<file path="src/rtl/serial_tx_arbiter.sv">
// Packet-granular round-robin arbiter sharing one serial TX core
// between NUM_REQ byte-stream requesters, with stall timeout.
module serial_tx_arbiter #(
  parameter int NUM_REQ   = 4,
  parameter int WORD_SIZE = 8,
  parameter int TIMEOUT   = 1024
) (
  input  logic                         clk,
  input  logic                         rst_n,
  input  logic [NUM_REQ-1:0]           req,
  input  logic [WORD_SIZE*NUM_REQ-1:0] req_data,
  input  logic [NUM_REQ-1:0]           req_valid,
  input  logic [NUM_REQ-1:0]           req_last,
  output logic [NUM_REQ-1:0]           req_ready,
  output logic [NUM_REQ-1:0]           grant,
  output logic [WORD_SIZE-1:0]         ser_tx_data,
  output logic                         ser_new_tx_data,
  input  logic                         ser_tx_busy,
  output logic                         timeout_err,
  output logic [$clog2(NUM_REQ)-1:0]   timeout_id
);

  localparam int IDW = $clog2(NUM_REQ);
  localparam int SW  = (TIMEOUT > 0) ? $clog2(TIMEOUT + 1) : 1;
  localparam logic [SW-1:0]  TO_V     = SW'(TIMEOUT);
  localparam logic [IDW-1:0] LAST_RST = IDW'(NUM_REQ - 1);

  typedef enum logic [1:0] {
    IDLE   = 2'd0,
    ACTIVE = 2'd1,
    GAP    = 2'd2
  } state_e;

  state_e               state_q, state_d;
  logic [IDW-1:0]       gidx_q, gidx_d;
  logic [IDW-1:0]       last_q, last_d;
  logic [SW-1:0]        stall_q, stall_d;
  logic [SW-1:0]        stall_inc;
  logic [NUM_REQ-1:0]   grant_q, grant_d;
  logic [WORD_SIZE-1:0] data_q, data_d;
  logic                 strobe_q, strobe_d;
  logic                 terr_q, terr_d;
  logic [IDW-1:0]       tid_q, tid_d;

  logic [WORD_SIZE-1:0] data_arr [NUM_REQ];
  logic [IDW:0]         pick;
  logic                 pick_vld;
  logic [IDW-1:0]       pick_idx;
  logic                 cur_req;
  logic                 cur_valid;
  logic                 cur_last;

  // Lowest k wins, so the scan starts at lst+1 and wraps.
  function automatic logic [IDW:0] rr_pick(
    input logic [NUM_REQ-1:0] r,
    input logic [IDW-1:0]     lst
  );
    logic [IDW:0] res;
    int           j;
    res = '0;
    for (int k = NUM_REQ; k >= 1; k--) begin
      j = (int'(lst) + k) % NUM_REQ;
      if (r[IDW'(j)]) res = {1'b1, IDW'(j)};
    end
    return res;
  endfunction

  always_comb begin
    for (int i = 0; i < NUM_REQ; i++) begin
      data_arr[i] = req_data[i*WORD_SIZE +: WORD_SIZE];
    end
  end

  assign pick      = rr_pick(req, last_q);
  assign pick_vld  = pick[IDW];
  assign pick_idx  = pick[IDW-1:0];
  assign cur_req   = req[gidx_q];
  assign cur_valid = req_valid[gidx_q];
  assign cur_last  = req_last[gidx_q];
  assign stall_inc = stall_q + SW'(1);

  always_comb begin
    state_d   = state_q;
    gidx_d    = gidx_q;
    last_d    = last_q;
    stall_d   = stall_q;
    grant_d   = grant_q;
    data_d    = '0;
    strobe_d  = 1'b0;
    terr_d    = 1'b0;
    tid_d     = tid_q;
    req_ready = '0;
    case (state_q)
      IDLE: begin
        if (pick_vld) begin
          gidx_d           = pick_idx;
          last_d           = pick_idx;
          grant_d          = '0;
          grant_d[pick_idx] = 1'b1;
          stall_d          = '0;
          state_d          = ACTIVE;
        end
      end
      ACTIVE: begin
        // A dropped request never sees ready, so no byte is implied taken.
        req_ready[gidx_q] = ~ser_tx_busy & cur_req;
        if (!cur_req) begin
          grant_d = '0;
          state_d = IDLE;
        end else if (cur_valid && !ser_tx_busy) begin
          data_d   = data_arr[gidx_q];
          strobe_d = 1'b1;
          stall_d  = '0;
          if (cur_last) begin
            grant_d = '0;
            state_d = IDLE;
          end else begin
            state_d = GAP;
          end
        end else if (!ser_tx_busy) begin
          if (TIMEOUT != 0 && stall_inc == TO_V) begin
            grant_d = '0;
            terr_d  = 1'b1;
            tid_d   = gidx_q;
            stall_d = '0;
            state_d = IDLE;
          end else begin
            stall_d = (&stall_q) ? stall_q : stall_inc;
          end
        end
      end
      GAP: begin
        state_d = ACTIVE;
      end
      default: begin
        grant_d = '0;
        state_d = IDLE;
      end
    endcase
  end

  always_ff @(posedge clk or negedge rst_n) begin
    if (!rst_n) begin
      state_q  <= IDLE;
      gidx_q   <= '0;
      last_q   <= LAST_RST;
      stall_q  <= '0;
      grant_q  <= '0;
      data_q   <= '0;
      strobe_q <= 1'b0;
      terr_q   <= 1'b0;
      tid_q    <= '0;
    end else begin
      state_q  <= state_d;
      gidx_q   <= gidx_d;
      last_q   <= last_d;
      stall_q  <= stall_d;
      grant_q  <= grant_d;
      data_q   <= data_d;
      strobe_q <= strobe_d;
      terr_q   <= terr_d;
      tid_q    <= tid_d;
    end
  end

  assign grant           = grant_q;
  assign ser_tx_data     = data_q;
  assign ser_new_tx_data = strobe_q;
  assign timeout_err     = terr_q;
  assign timeout_id      = tid_q;

endmodule

</file>
<file path="config.mk">
export PLATFORM = sky130hd
export DESIGN_NAME = serial_tx_arbiter
export DESIGN_NICKNAME = d
export VERILOG_FILES = /design/src/rtl/serial_tx_arbiter.sv
export SDC_FILE = /design/constraint.sdc
export NUM_CORES = 1
export LEC_CHECK = 0
export ABC_CLOCK_PERIOD_IN_PS = 7100
export BUFFER_PORTS_ARGS = -buffer_cell sky130_fd_sc_hd__buf_4
export CAP_MARGIN = 0
export CORE_MARGIN = 4
export CORE_UTILIZATION = 30
export DETAILED_ROUTE_END_ITERATION = 8
export MAX_ROUTING_LAYER = met4
export PLACE_DENSITY_LB_ADDON = 0.12
export SETUP_SLACK_MARGIN = 0.4
export SLEW_MARGIN = 20
export SYNTH_ARGS = -nofsm -noshare
export SYNTH_HDL_FRONTEND = slang
export SYNTH_SLANG_ARGS = --single-unit
export TNS_END_PERCENT = 100
</file>
<file path="constraint.sdc">
create_clock -name clk -period 7.1 [get_ports clk]
set_input_delay 1.42 -clock clk [delete_from_list [all_inputs] [get_ports clk]]
set_output_delay 1.42 -clock clk [all_outputs]
set_load 0.02 [all_outputs]
</file>
# Word level (Yosys, flattened, before mapping)
# Cells that the tools add are included.
[word_totals] reg_bits=33 inputBits=47 output_inout_bits=20 word_cells=113
[classes] n_addsub=5 order_cmp=9 n_eq_ne=10 mux=62 n_bitwise=6 n_reduce_logical=12
[ops] op="$mux W11" count=6
[ops] op="$mux W8" count=5
[ops] op="$mux W4" count=7
[ops] op="$pmux W11 S2" count=1
[ops] op="$mux W1" count=21
[ops] op="$bmux W8 S2" count=1
[ops] op="$lt A2 B4 Y1 const B" count=4
[ops] op="$ne A4 B4 Y1 const B" count=4
[ops] op="$reduce_and A5 Y1" count=3
[ops] op="$bmux W1 S2" count=7
[ops] op="$mux W2" count=6
[ops] op="$mux W3" count=4
[ops] op="$pmux W4 S3" count=1
[ops] op="$add A11 B1 Y11 const B" count=1
[ops] op="$eq A11 B11 Y1 const B" count=1
[ops] op="$reduce_and A11 Y1" count=1
[ops] op="$lt A2 B3 Y1 const B" count=2
[ops] op="$pmux W2 S3" count=1
[ops] op="$add A2 B1 Y2 const B" count=2
[ops] op="$add A2 B2 Y2 const B" count=2
[ops] op="$and A4 B4 Y4" count=1
[ops] op="$demux W1 S2" count=2
[ops] op="$ge A2 B1 Y1 const B" count=2
[ops] op="$ne A2 B2 Y1 const B" count=2
[ops] op="other kinds (13)" count=17

# Logic depth before layout (Yosys ltp)
[depth] depth_word=14 mapped_depth=8 depth_no_buf=7

# Worst setup path before layout
# No wires, ideal clock.
[synth_path] path_type="input -> output" from="input port ser_tx_busy" to="output port req_ready[0]" arrival_ns=2.536 required_time_ns=5.680 setup_slack_ns=3.144 stages=2 n_path_buf=0 cell_sequence="nor3b_1 nor4bb_1"
[synth_between] elab_chain_cells=4
[synth_lines] item="start, declared" line_no="18" text="input logic ser_tx_busy,"
[synth_lines] item="$not A1 Y1 (no source line)"
[synth_lines] item="$and A1 B1 Y1" line_no="106" text="req_ready[gidx_q] = ~ser_tx_busy & cur_req;"
[synth_lines] item="$and A4 B4 Y4 (no source line)"
[synth_lines] item="$mux W4" line_no="93" text="case (state_q)"
[synth_lines] item="end, declared" line_no="14" text="output logic [NUM_REQ-1:0] req_ready,"
# Every way passes these cells.

# Worst setup path in the final report
[layout_path] from="input port ser_tx_busy" to="output port req_ready[1]"
# The elaborated chain is that of the path after synthesis.

==> run_results.csv <==
group,metric,value,unit
outcome,outcome,"finished clean",
detailed_routing,antenna_left,0,
clocking,cts_root_buffer,"clkbuf_8",
critical_path,cp-start-kind,"primary input",
timing,tns,0,ns
clocking,cts.path.max_buffers,2,
synthesis,ys_warn_count,0,
placed_design,port_buffers,66,
synthesis,syn_area_per_cell,10.4,um^2
synthesis,ys.flop_type,"dfrtp_1",
synthesis,netlist_top_cells_area,"dfrtp_1 38%, mux4_2 12%, nand2_1 3.5%",
synthesis,netlist_top_cells_count,"31 x dfrtp_1, 19 x nand2_1, 12 x nor2_1, 12 x o21ai_0",
synthesis,synth_area,0.00203,mm^2
critical_path,reg2reg_slack,4.41,ns
min_path,hp-class,"reg2reg",
floorplanning,rows,29,
clocking,cts_max_level,2,
synthesis,ys_ff_latch,33,
synthesis,synth_top_area_frac,0.381,
timing,worst_pin_slew,0.836,ns
clocking,cts_sinks,33,
clocking,clk_latency,0.29,ns
critical_path,timing.rr.end,"stall_q[4]",
detailed_routing,via_per_inst,5.19,
layout,diodes,0,
power,powerDensity,303,mW/mm^2
detailed_routing,routedWlPerCell,16.2,um
synthesis,synthCells,195,
floorplanning,core,0.00646,mm^2
synthesis,ys_types,53,
critical_path,end_kind,"output pin",
detailed_routing,drcViolationCount,0,
critical_path,r2r_cells,6,
placed_design,hpwl,4070,um
clocking,cts_resized,0,
global_route,grt_usage,0.143,
job,maxCapViolations,0,
critical_path,worstPathMaxFanout,5,
critical_path,cp.required,5.68,ns
power,p_leak,1.19,nW
detailed_routing,wl,5410,um
floorplanning,ios,67,
clocking,cts_hold_buffers,0,
timing,fin_crit,4.06,ns
synthesis,synth_async_sr_flop_share,1.00,
global_route,grt_overflow_total,0,
global_route,first_global_vias,1713,
timing,finalCritPeriodShare,0.572,
synthesis,synth_fp_nets,243,
timing,skew,0.00813,ns
timing,relSlewSlack,0.443,
global_route,grt_antenna_before_repair,0,
synthesis,synth_edf_count,0,
placed_design,dpl-instance-area,0.00255,mm^2
timing,setup_viol,0,
clocking,cts_setup_buffers,0,
layout,drive_gt1_frac,0.402,
layout,area.growth.synth_to_final,30.0,%
global_route,grt_pass1_wl,9030,um
timing,hold_violations,0,
critical_path,arrival,2.64,ns
placed_design,gp_congestion,0.783,
floorplanning,fp.dieH,90.4,um
critical_path,startpoint,"ser_tx_busy",
detailed_routing,firstDrtPassIters,4,
layout,postLayoutCoreUtil,0.410,
critical_path,timing.rr.start,"gidx_q[0]",
layout,nNetsFinal,304,
synthesis,ys_seq_area_frac,0.407,
timing,fin_hold_ws,0.477,ns
timing,finalMaxSlewViolations,0,
layout,finalInstanceArea,0.00265,mm^2
detailed_routing,first_iter_violations,96,
floorplanning,initial_utilization,0.315,
power,ir_drop,0.177,mV
clocking,numCtsBuffers,5,
timing,rsz0062_at_grt,"false",
synthesis,synth_top_area_cell,"dfrtp_1",
global_route,grt_max_degree,34,
timing,max_freq,246,MHz
critical_path,criticalPathCategory,"in2out",
detailed_routing,vias,1729,
clocking,cts_tree,"yes",
critical_path,crit_end,"req_ready[1]",
floorplanning,die-area,0.00816,mm^2
floorplanning,fp.dieW,90.4,um
synthesis,synth_most_common_cell,"dfrtp_1",
clocking,clk_pin_slew,0.07,ns
[worst max-delay path: stages]
cell and delay (ns):
buf_4 0.12, nor3b_1 0.54, nand2_1 0.15, nor3b_1 0.23, buf_4 0.18
[cell usage in the layout, fill, tap and decap left out, types with 2 or more instances in the layout]
cell / synthesis / layout
a21o_1: 5 / 5
a21oi_1: 8 / 8
a31oi_1: 3 / 3
a41oi_1: 2 / 2
buf_4: 2 / 66
clkbuf_8: 0 / 6
dfrtp_1: 31 / 31
dfstp_2: 2 / 2
inv_1: 8 / 8
mux2_2: 2 / 2
mux4_2: 11 / 11
nand2_1: 19 / 19
nand3_1: 5 / 5
nand3_2: 4 / 4
nand4_1: 5 / 5
nor2_1: 12 / 12
nor2b_1: 11 / 11
nor3_1: 3 / 3
nor3b_1: 2 / 2
nor4_1: 3 / 3
o21ai_0: 12 / 12
o22ai_1: 3 / 3
o31ai_1: 2 / 2
or4_1: 4 / 4
[sequential cells by signal, indices dropped and copies added (netlist names)]
signal / count
gidx_q: 2
grant: 4
last_q: 2
ser_new_tx_data: 1
ser_tx_data: 8
stall_q: 11
state_q: 2
timeout_err: 1
timeout_id: 2
[per-layer routing]
layer  vias to the layer above  track usage  routed length [um]
met5                         -            -                   0
met4                         0       0.0383                  54
met3                         5       0.0350                 243
met2                        38        0.218                2670
met1                       831        0.189                2440
li1                        855            -                   -
[layout make-up]
cell class                 instances  area [um^2]
tap                               77         96.3
sequential                        33          828
clock inverter                     1         7.51
fill                             645         3810
inverter                           8         30.0
multi-input combinational        142         1100
clock buffer                       6         82.6
timing repair buffer              66          495
[worst min path at each step]
stage	slack (ns)	depth (start not counted)	to	start
3_5_place_dp	0.47	2	last_q[0]	last_q[0]
2_1_floorplan	0.45	2	last_q[0]	last_q[0]
3_3_place_gp	0.47	2	last_q[0]	last_q[0]
6_report	0.48	2	last_q[0]	last_q[0]
4_1_cts	0.48	2	last_q[0]	last_q[0]
5_1_grt	0.52	2	last_q[0]	last_q[0]
[power by group]
part	switching, W	total [W]	internal [W]	leakage (nW)
sequential	0.0000701	0.000299	0.000229	0.442
combinational	0.000174	0.000357	0.000182	0.708
clock	0.0000700	0.000147	0.0000766	0.0433
total	0.000314	0.000802	0.000488	1.19
[through the flow]
step	std cells	setup slack [ns]	power (W)
after floorplan	195	3.14	0.000562
after global placement	326	3.12	0.000668
after detailed placement	326	3.02	0.000666
after CTS	333	3.02	0.000817
after global routing	333	2.88	0.000866
final	333	3.04	0.000802
[logic make-up (layout without fill, tap and decap cells)]
kind of cell    count (synthesis)  after routing  share of synthesized area
xor+xnor                        1              1                    0.00431
simple gates                   80             80                      0.227
fa+ha+maj                       1              1                    0.00615
mux                            15             15                      0.145
buf+inv                        20             81                     0.0498
flops                          33             33                      0.407
compound gates                 45             45                      0.161
No activity file was read; power rests on OpenSTA's default activity.
